--- src/rtl/lcd_pkg.sv ---
// lcd_pkg
// Shared definitions for the HD44780 8-bit power-on init monitor:
// default timing constants (cycles at 50 MHz), the function-set data
// values, the monitor FSM state encoding and the violation codes.
`timescale 1ns/1ps
package lcd_pkg;

    localparam int unsigned T_PWR = 750000;
    localparam int unsigned T_W2  = 205000;
    localparam int unsigned T_W3  = 5000;
    localparam int unsigned T_W4  = 2000;
    localparam int unsigned E_MIN = 12;

    localparam logic [7:0] LCD_FSET_8B = 8'h3F;
    localparam logic [7:0] LCD_FSET_4B = 8'h2F;

    typedef enum logic [2:0] {
        ST_IDLE = 3'd0,
        ST_GAP  = 3'd1,
        ST_HIGH = 3'd2,
        ST_OK   = 3'd3,
        ST_ERR  = 3'd4
    } state_t;

    typedef enum logic [2:0] {
        ERR_NONE   = 3'd0,
        ERR_GAP    = 3'd1,
        ERR_PULSE  = 3'd2,
        ERR_DATA   = 3'd3,
        ERR_CHANGE = 3'd4
    } err_t;

    // The first three writes select 8-bit mode, the fourth drops to 4-bit.
    function automatic logic [7:0] expected_data(input logic [2:0] idx);
        return (idx == 3'd3) ? LCD_FSET_4B : LCD_FSET_8B;
    endfunction

endpackage

--- src/rtl/lcd_init_monitor_sat_counter.sv ---
// sat_counter
// Up-counter that sticks at all-ones instead of wrapping.
// Ports:
//   clk, reset  clock, asynchronous active-high reset
//   clr         restart the count; the current cycle is still counted if en
//   en          count this cycle
//   q           current count
`timescale 1ns/1ps
module sat_counter #(
    parameter int unsigned CNT_W = 32
) (
    input  logic             clk,
    input  logic             reset,
    input  logic             clr,
    input  logic             en,
    output logic [CNT_W-1:0] q
);

    localparam logic [CNT_W-1:0] ONE = {{(CNT_W-1){1'b0}}, 1'b1};

    logic [CNT_W-1:0] q_q;
    logic [CNT_W-1:0] q_d;

    // A clear restarts at 0 but still counts the clearing cycle when
    // enabled, so a counter cleared on an edge includes that edge's sample.
    always_comb begin
        q_d = q_q;
        if (clr) begin
            q_d = en ? ONE : '0;
        end else if (en && (q_q != '1)) begin
            q_d = q_q + ONE;
        end
    end

    // Count register.
    always_ff @(posedge clk or posedge reset) begin
        if (reset) begin
            q_q <= '0;
        end else begin
            q_q <= q_d;
        end
    end

    assign q = q_q;

endmodule

--- src/rtl/lcd_init_monitor.sv ---
// lcd_init_monitor
// LCD-side checker for the HD44780 8-bit power-on init sequence. Samples
// lcd_e/lcd_db like the display, checks the four function-set writes, the
// enable pulse widths and the waits between them, then reports pass or
// the first violation.
// Ports:
//   clk, reset   clock, asynchronous active-high reset
//   arm_i        one-cycle start; restarts the check from any state
//   lcd_e_i      LCD enable from the init driver
//   lcd_db_i     LCD data bus
//   busy_o       check in progress
//   init_ok_o    sticky pass flag
//   init_err_o   sticky fail flag
//   err_code_o   first violation (see lcd_pkg::err_t)
//   wr_count_o   accepted writes, 0..4
`timescale 1ns/1ps
module lcd_init_monitor #(
    parameter int unsigned T_PWR = lcd_pkg::T_PWR,
    parameter int unsigned T_W2  = lcd_pkg::T_W2,
    parameter int unsigned T_W3  = lcd_pkg::T_W3,
    parameter int unsigned T_W4  = lcd_pkg::T_W4,
    parameter int unsigned E_MIN = lcd_pkg::E_MIN,
    parameter int unsigned CNT_W = 32
) (
    input  logic       clk,
    input  logic       reset,
    input  logic       arm_i,
    input  logic       lcd_e_i,
    input  logic [7:0] lcd_db_i,
    output logic       busy_o,
    output logic       init_ok_o,
    output logic       init_err_o,
    output logic [2:0] err_code_o,
    output logic [2:0] wr_count_o
);

    import lcd_pkg::*;

    state_t           state_q, state_d;
    logic             e_q;
    logic [7:0]       db_lat_q;
    logic [2:0]       wr_count_q, wr_count_d;
    logic [2:0]       err_code_q, err_code_d;
    logic             busy_q, busy_d;
    logic             init_ok_q, init_ok_d;
    logic             init_err_q, init_err_d;
    logic             rise, fall;
    logic [CNT_W-1:0] gap_cnt_q;
    logic [CNT_W-1:0] hi_cnt_q;
    logic [CNT_W-1:0] gap_req;

    assign rise = lcd_e_i & ~e_q;
    assign fall = ~lcd_e_i & e_q;

    sat_counter #(.CNT_W(CNT_W)) u_gap_cnt (
        .clk   (clk),
        .reset (reset),
        .clr   (arm_i | fall),
        .en    (~lcd_e_i),
        .q     (gap_cnt_q)
    );

    sat_counter #(.CNT_W(CNT_W)) u_hi_cnt (
        .clk   (clk),
        .reset (reset),
        .clr   (rise),
        .en    (lcd_e_i),
        .q     (hi_cnt_q)
    );

    // Minimum low time owed before the pending write.
    always_comb begin
        case (wr_count_q)
            3'd0:    gap_req = CNT_W'(T_PWR);
            3'd1:    gap_req = CNT_W'(T_W2);
            3'd2:    gap_req = CNT_W'(T_W3);
            default: gap_req = CNT_W'(T_W4);
        endcase
    end

    // Next-state logic. arm overrides every check; at a fall the short
    // pulse test comes before the data test so the lower code wins.
    // The registered flags are decoded from the next state so they move
    // together with the state register.
    always_comb begin
        state_d    = state_q;
        wr_count_d = wr_count_q;
        err_code_d = err_code_q;
        if (arm_i) begin
            state_d    = ST_GAP;
            wr_count_d = 3'd0;
            err_code_d = ERR_NONE;
        end else begin
            case (state_q)
                ST_GAP: begin
                    if (wr_count_q == 3'd4) begin
                        if (rise) begin
                            state_d    = ST_ERR;
                            err_code_d = ERR_GAP;
                        end else if (gap_cnt_q >= CNT_W'(T_W4)) begin
                            state_d = ST_OK;
                        end
                    end else if (rise) begin
                        if (gap_cnt_q < gap_req) begin
                            state_d    = ST_ERR;
                            err_code_d = ERR_GAP;
                        end else begin
                            state_d = ST_HIGH;
                        end
                    end
                end
                ST_HIGH: begin
                    if (lcd_e_i && (lcd_db_i != db_lat_q)) begin
                        state_d    = ST_ERR;
                        err_code_d = ERR_CHANGE;
                    end else if (fall) begin
                        if (hi_cnt_q < CNT_W'(E_MIN)) begin
                            state_d    = ST_ERR;
                            err_code_d = ERR_PULSE;
                        end else if (db_lat_q != expected_data(wr_count_q)) begin
                            state_d    = ST_ERR;
                            err_code_d = ERR_DATA;
                        end else begin
                            state_d    = ST_GAP;
                            wr_count_d = wr_count_q + 3'd1;
                        end
                    end
                end
                default: begin
                end
            endcase
        end
        busy_d     = (state_d == ST_GAP) || (state_d == ST_HIGH);
        init_ok_d  = (state_d == ST_OK);
        init_err_d = (state_d == ST_ERR);
    end

    // State, edge history, data latch and output registers.
    always_ff @(posedge clk or posedge reset) begin
        if (reset) begin
            state_q    <= ST_IDLE;
            e_q        <= 1'b0;
            db_lat_q   <= 8'h00;
            wr_count_q <= 3'd0;
            err_code_q <= 3'd0;
            busy_q     <= 1'b0;
            init_ok_q  <= 1'b0;
            init_err_q <= 1'b0;
        end else begin
            state_q    <= state_d;
            e_q        <= lcd_e_i;
            if (rise) begin
                db_lat_q <= lcd_db_i;
            end
            wr_count_q <= wr_count_d;
            err_code_q <= err_code_d;
            busy_q     <= busy_d;
            init_ok_q  <= init_ok_d;
            init_err_q <= init_err_d;
        end
    end

    assign busy_o     = busy_q;
    assign init_ok_o  = init_ok_q;
    assign init_err_o = init_err_q;
    assign err_code_o = err_code_q;
    assign wr_count_o = wr_count_q;

endmodule

--- config.mk ---
export PLATFORM = sky130hd
export DESIGN_NAME = lcd_init_monitor
export DESIGN_NICKNAME = d
export VERILOG_FILES = /design/src/rtl/lcd_pkg.sv /design/src/rtl/lcd_init_monitor_sat_counter.sv /design/src/rtl/lcd_init_monitor.sv
export SDC_FILE = /design/constraint.sdc
export NUM_CORES = 1
export LEC_CHECK = 0
export ABC_CLOCK_PERIOD_IN_PS = 4800
export CORE_MARGIN = 2
export CORE_UTILIZATION = 65
export DETAILED_ROUTE_END_ITERATION = 10
export DONT_BUFFER_PORTS = 1
export PLACE_DENSITY = 0.84
export SLEW_MARGIN = 20
export SYNTH_ARGS = -nofsm -noshare
export SYNTH_HDL_FRONTEND = slang
export SYNTH_SLANG_ARGS = --single-unit
--- constraint.sdc ---
create_clock -name clk -period 4.8 [get_ports clk]
set_input_delay 0.72 -clock clk [delete_from_list [all_inputs] [get_ports clk]]
set_output_delay 0.72 -clock clk [all_outputs]
set_load 0.03 [all_outputs]
==> run metrics <==
status=complete, no violations; slowest stage delay, CP=0.60 ns; final clock skew=0.0118 ns; Worst EP required=5.05 ns; vias in the first global route=4,056; CP top delay family=simple AND/OR/NAND/NOR gates; top-area cell type share of the netlist area=42.8%; GP Congestion=0.885; Vias=4,029; synth unique cells=51; switching power=0.343 mW; worst reg2reg path endpoint=busy_o; Inserted Clock Buffers=9; Startpoint Class=flop; synthesized flop and latch total=85; port bufs=0; final core occ=70.7%; most frequent cells in the layout=85 x dfrtp_1, 78 x nor2_1, 62 x nand2_1; clock share of power=34.5%; syn_nets=580; Crit Reg-Reg Startpoint=wr_count_o[0]; Hold Path Class=in2async; nets@finish=571; global-route wire length before repair=18.2 mm; synth warn=0; Gate power share=7.6%; drt initial violations=393; Clock Sink Count=85; area of the die=8360 sq um; f_max=288 MHz; Crit-path slowest cell=dfrtp_1; power per standard cell area=257 nW/um^2; total grt overflow=0; pin count of the biggest net entering global routing=49; Post-CTS Hold Buffers=0; Final Hold Fails=0; Post-Syn Area=4970 sq um; Flop pwr share=57.9%; Post-synth EDFFs=0; die width=91.4 microns; Max clock buf depth=2; ant diodes=0; CTS H-tree lvls=3; critical path class=reg2reg; Placed Area=5010 sq um; Pleak=2.35 nW; worst skew pair latency=0.35 ns; initial antenna violation count=0; post-CTS resize count=0; leading cell type in the layout, fill and taps excluded=dfrtp_1; max cap viols=0; RSZ-0062 raised after global routing=false; CORE AREA=7330 sq um; WL final=10.5 mm; commonest register cell after synthesis=dfrtp_1; top post-synthesis cells by area=dfrtp_1 43%, xor2_1 9.0%, nor2_1 5.9%, ha_1 5.0%, nand2_1 4.7%; Critical Path End Type=flop; Avg Cell Area, Syn=9.06 sq um; post-synthesis async set-or-reset flop share=100%; max_slew headroom=45.0%; Post-DP HPWL=7.34 mm; Initial DRT Pass Iterations=5; VDD IR-drop max=151 uV; worst-margin pin slew=0.824 ns; worst r2r path cells=11; Crit. path cell count=11; Via density=6.27; TritonCTS clock tree=built; Rows=31; layout cells sized above 1=6.43%; gr usage total=26.7%; P_int=0.990 mW; Area growth, synth to finish=4.38%; Tmin final=3.48 ns; starting density of the core=67.8%; Worst Path Arrival=3.72 ns; design area=5180 sq um; Net Sw Frac=25.7%; final period utilization=72.4%; post-CTS setup buffer count=0; DRT antenna net count=0; final setup vio count=0; Setup Total Neg Slack=0 ns; Die Y=91.4 microns; Worst Path Buf+Inv=1; WL/cell=16.3 microns; worst hold slack=0.380 ns; total power=1.33 mW; CP most frequent cell=ha_1; most area-hungry cell type in the Yosys netlist=dfrtp_1; Syn Inst Count=548; crit-path cells=inv_1 -> ha_1 -> o21ai_0 -> ha_1 -> a211oi_1 -> nor2b_1 -> nor4b_1 -> a311oi_1 -> or3_1 -> xnor2_1 -> nor2_1; R2R Setup Slk=1.32 ns; DRC Markers=0; Reg clk slew, reported paths=0.08 ns; peak fanout along the critical path=6; clock root cell=clkbuf_8; I/O Pins=21; post-synthesis sequential area ratio=42.8%; Slew Viols, Final=0
## logic make-up after synthesis
family                   Yosys count  synth area share, %
multiplexers                       1                0.202
adder cells (fa/ha/maj)           20                 5.04
flip-flops                        85                 42.8
AO/OA/AOI/OAI                     45                 6.12
AND/OR/NAND/NOR                  291                 30.8
buffers and inverters             42                 3.75
XOR/XNOR                          64                 11.3
## per-stage QoR
step | instances | setup slack [ns]
2_1_floorplan | 548 | 1.77
5_1_grt | 643 | 1.16
6_report | 643 | 1.32
3_5_place_dp | 627 | 1.38
3_3_place_gp | 627 | 1.59
4_1_cts | 643 | 1.38
## worst reg2reg max path, delay by kind of cell, from the launching register on
kind	cells	cell delay, ns
AOI/OAI and AO/OA	3	0.80
buffers and inverters	1	0.18
DFF	1	0.60
xor gates and xnor gates	1	0.22
and+or+nand+nor	4	0.91
adders and majority gates	2	0.65
## registers in the layout, summed over array words and instances, names as in the netlist
register and cells:
u_gap_cnt.q 32, u_hi_cnt.q 32, db_lat_q 8, err_code_o 3
state_q 3, wr_count_o 3, busy_o 1, e_q 1
init_err_o 1, init_ok_o 1
## per-layer routing
| layer | global-route usage (%) | up-vias | wire length [microns] |
|---|---|---|---|
| li1 | - | 1893 | - |
| met1 | 35.2 | 1954 | 4640 |
| met2 | 42.5 | 149 | 4990 |
| met3 | 5.23 | 33 | 531 |
| met4 | 12.1 | 0 | 306 |
| met5 | 0 | - | 0 |
## cells in the mapped netlist, types with 3 or more instances
library cell,number
nor2_1,78
o31ai_1,3
or3_1,8
nor3_1,15
ha_1,20
nor2b_1,4
nand4b_1,3
xor2_1,51
buf_2,8
and2_1,10
clkbuf_1,11
nand4_2,3
and4_1,3
nand2b_1,3
xnor2_1,13
nand2_1,62
a211oi_1,4
nand4_1,32
nor4_1,14
and3_1,14
nand3_1,28
inv_1,18
dfrtp_1,85
a21oi_1,16
o21ai_0,11
## worst max path at each step
stage | slack (ns) | to | start
after CTS | 1.38 | busy_o | wr_count_o[0]
after detailed placement | 1.38 | busy_o | wr_count_o[0]
after floorplan | 1.77 | busy_o | wr_count_o[0]
after global placement | 1.59 | busy_o | wr_count_o[0]
final | 1.32 | busy_o | wr_count_o[0]
after global routing | 1.16 | busy_o | wr_count_o[0]
## area by class of cell
cell class	count	area, sq um
timing repair buffer	4	30.0
clock buffer	13	159
fill	513	2150
multi-input combinational	421	2660
inverter	18	68.8
tap	99	124
sequential	85	2130
clock inverter	3	20.0
## power groups by stage
stage / Sequential, mW / Combinational, mW / Clock, mW
2_1_floorplan: 0.779 / 0.0835 / 0
3_3_place_gp: 0.783 / 0.0958 / 0
3_5_place_dp: 0.785 / 0.101 / 0
4_1_cts: 0.771 / 0.102 / 0.474
5_1_grt: 0.774 / 0.114 / 0.497
6_report: 0.771 / 0.101 / 0.460
Power figures use the tool's default switching activity.
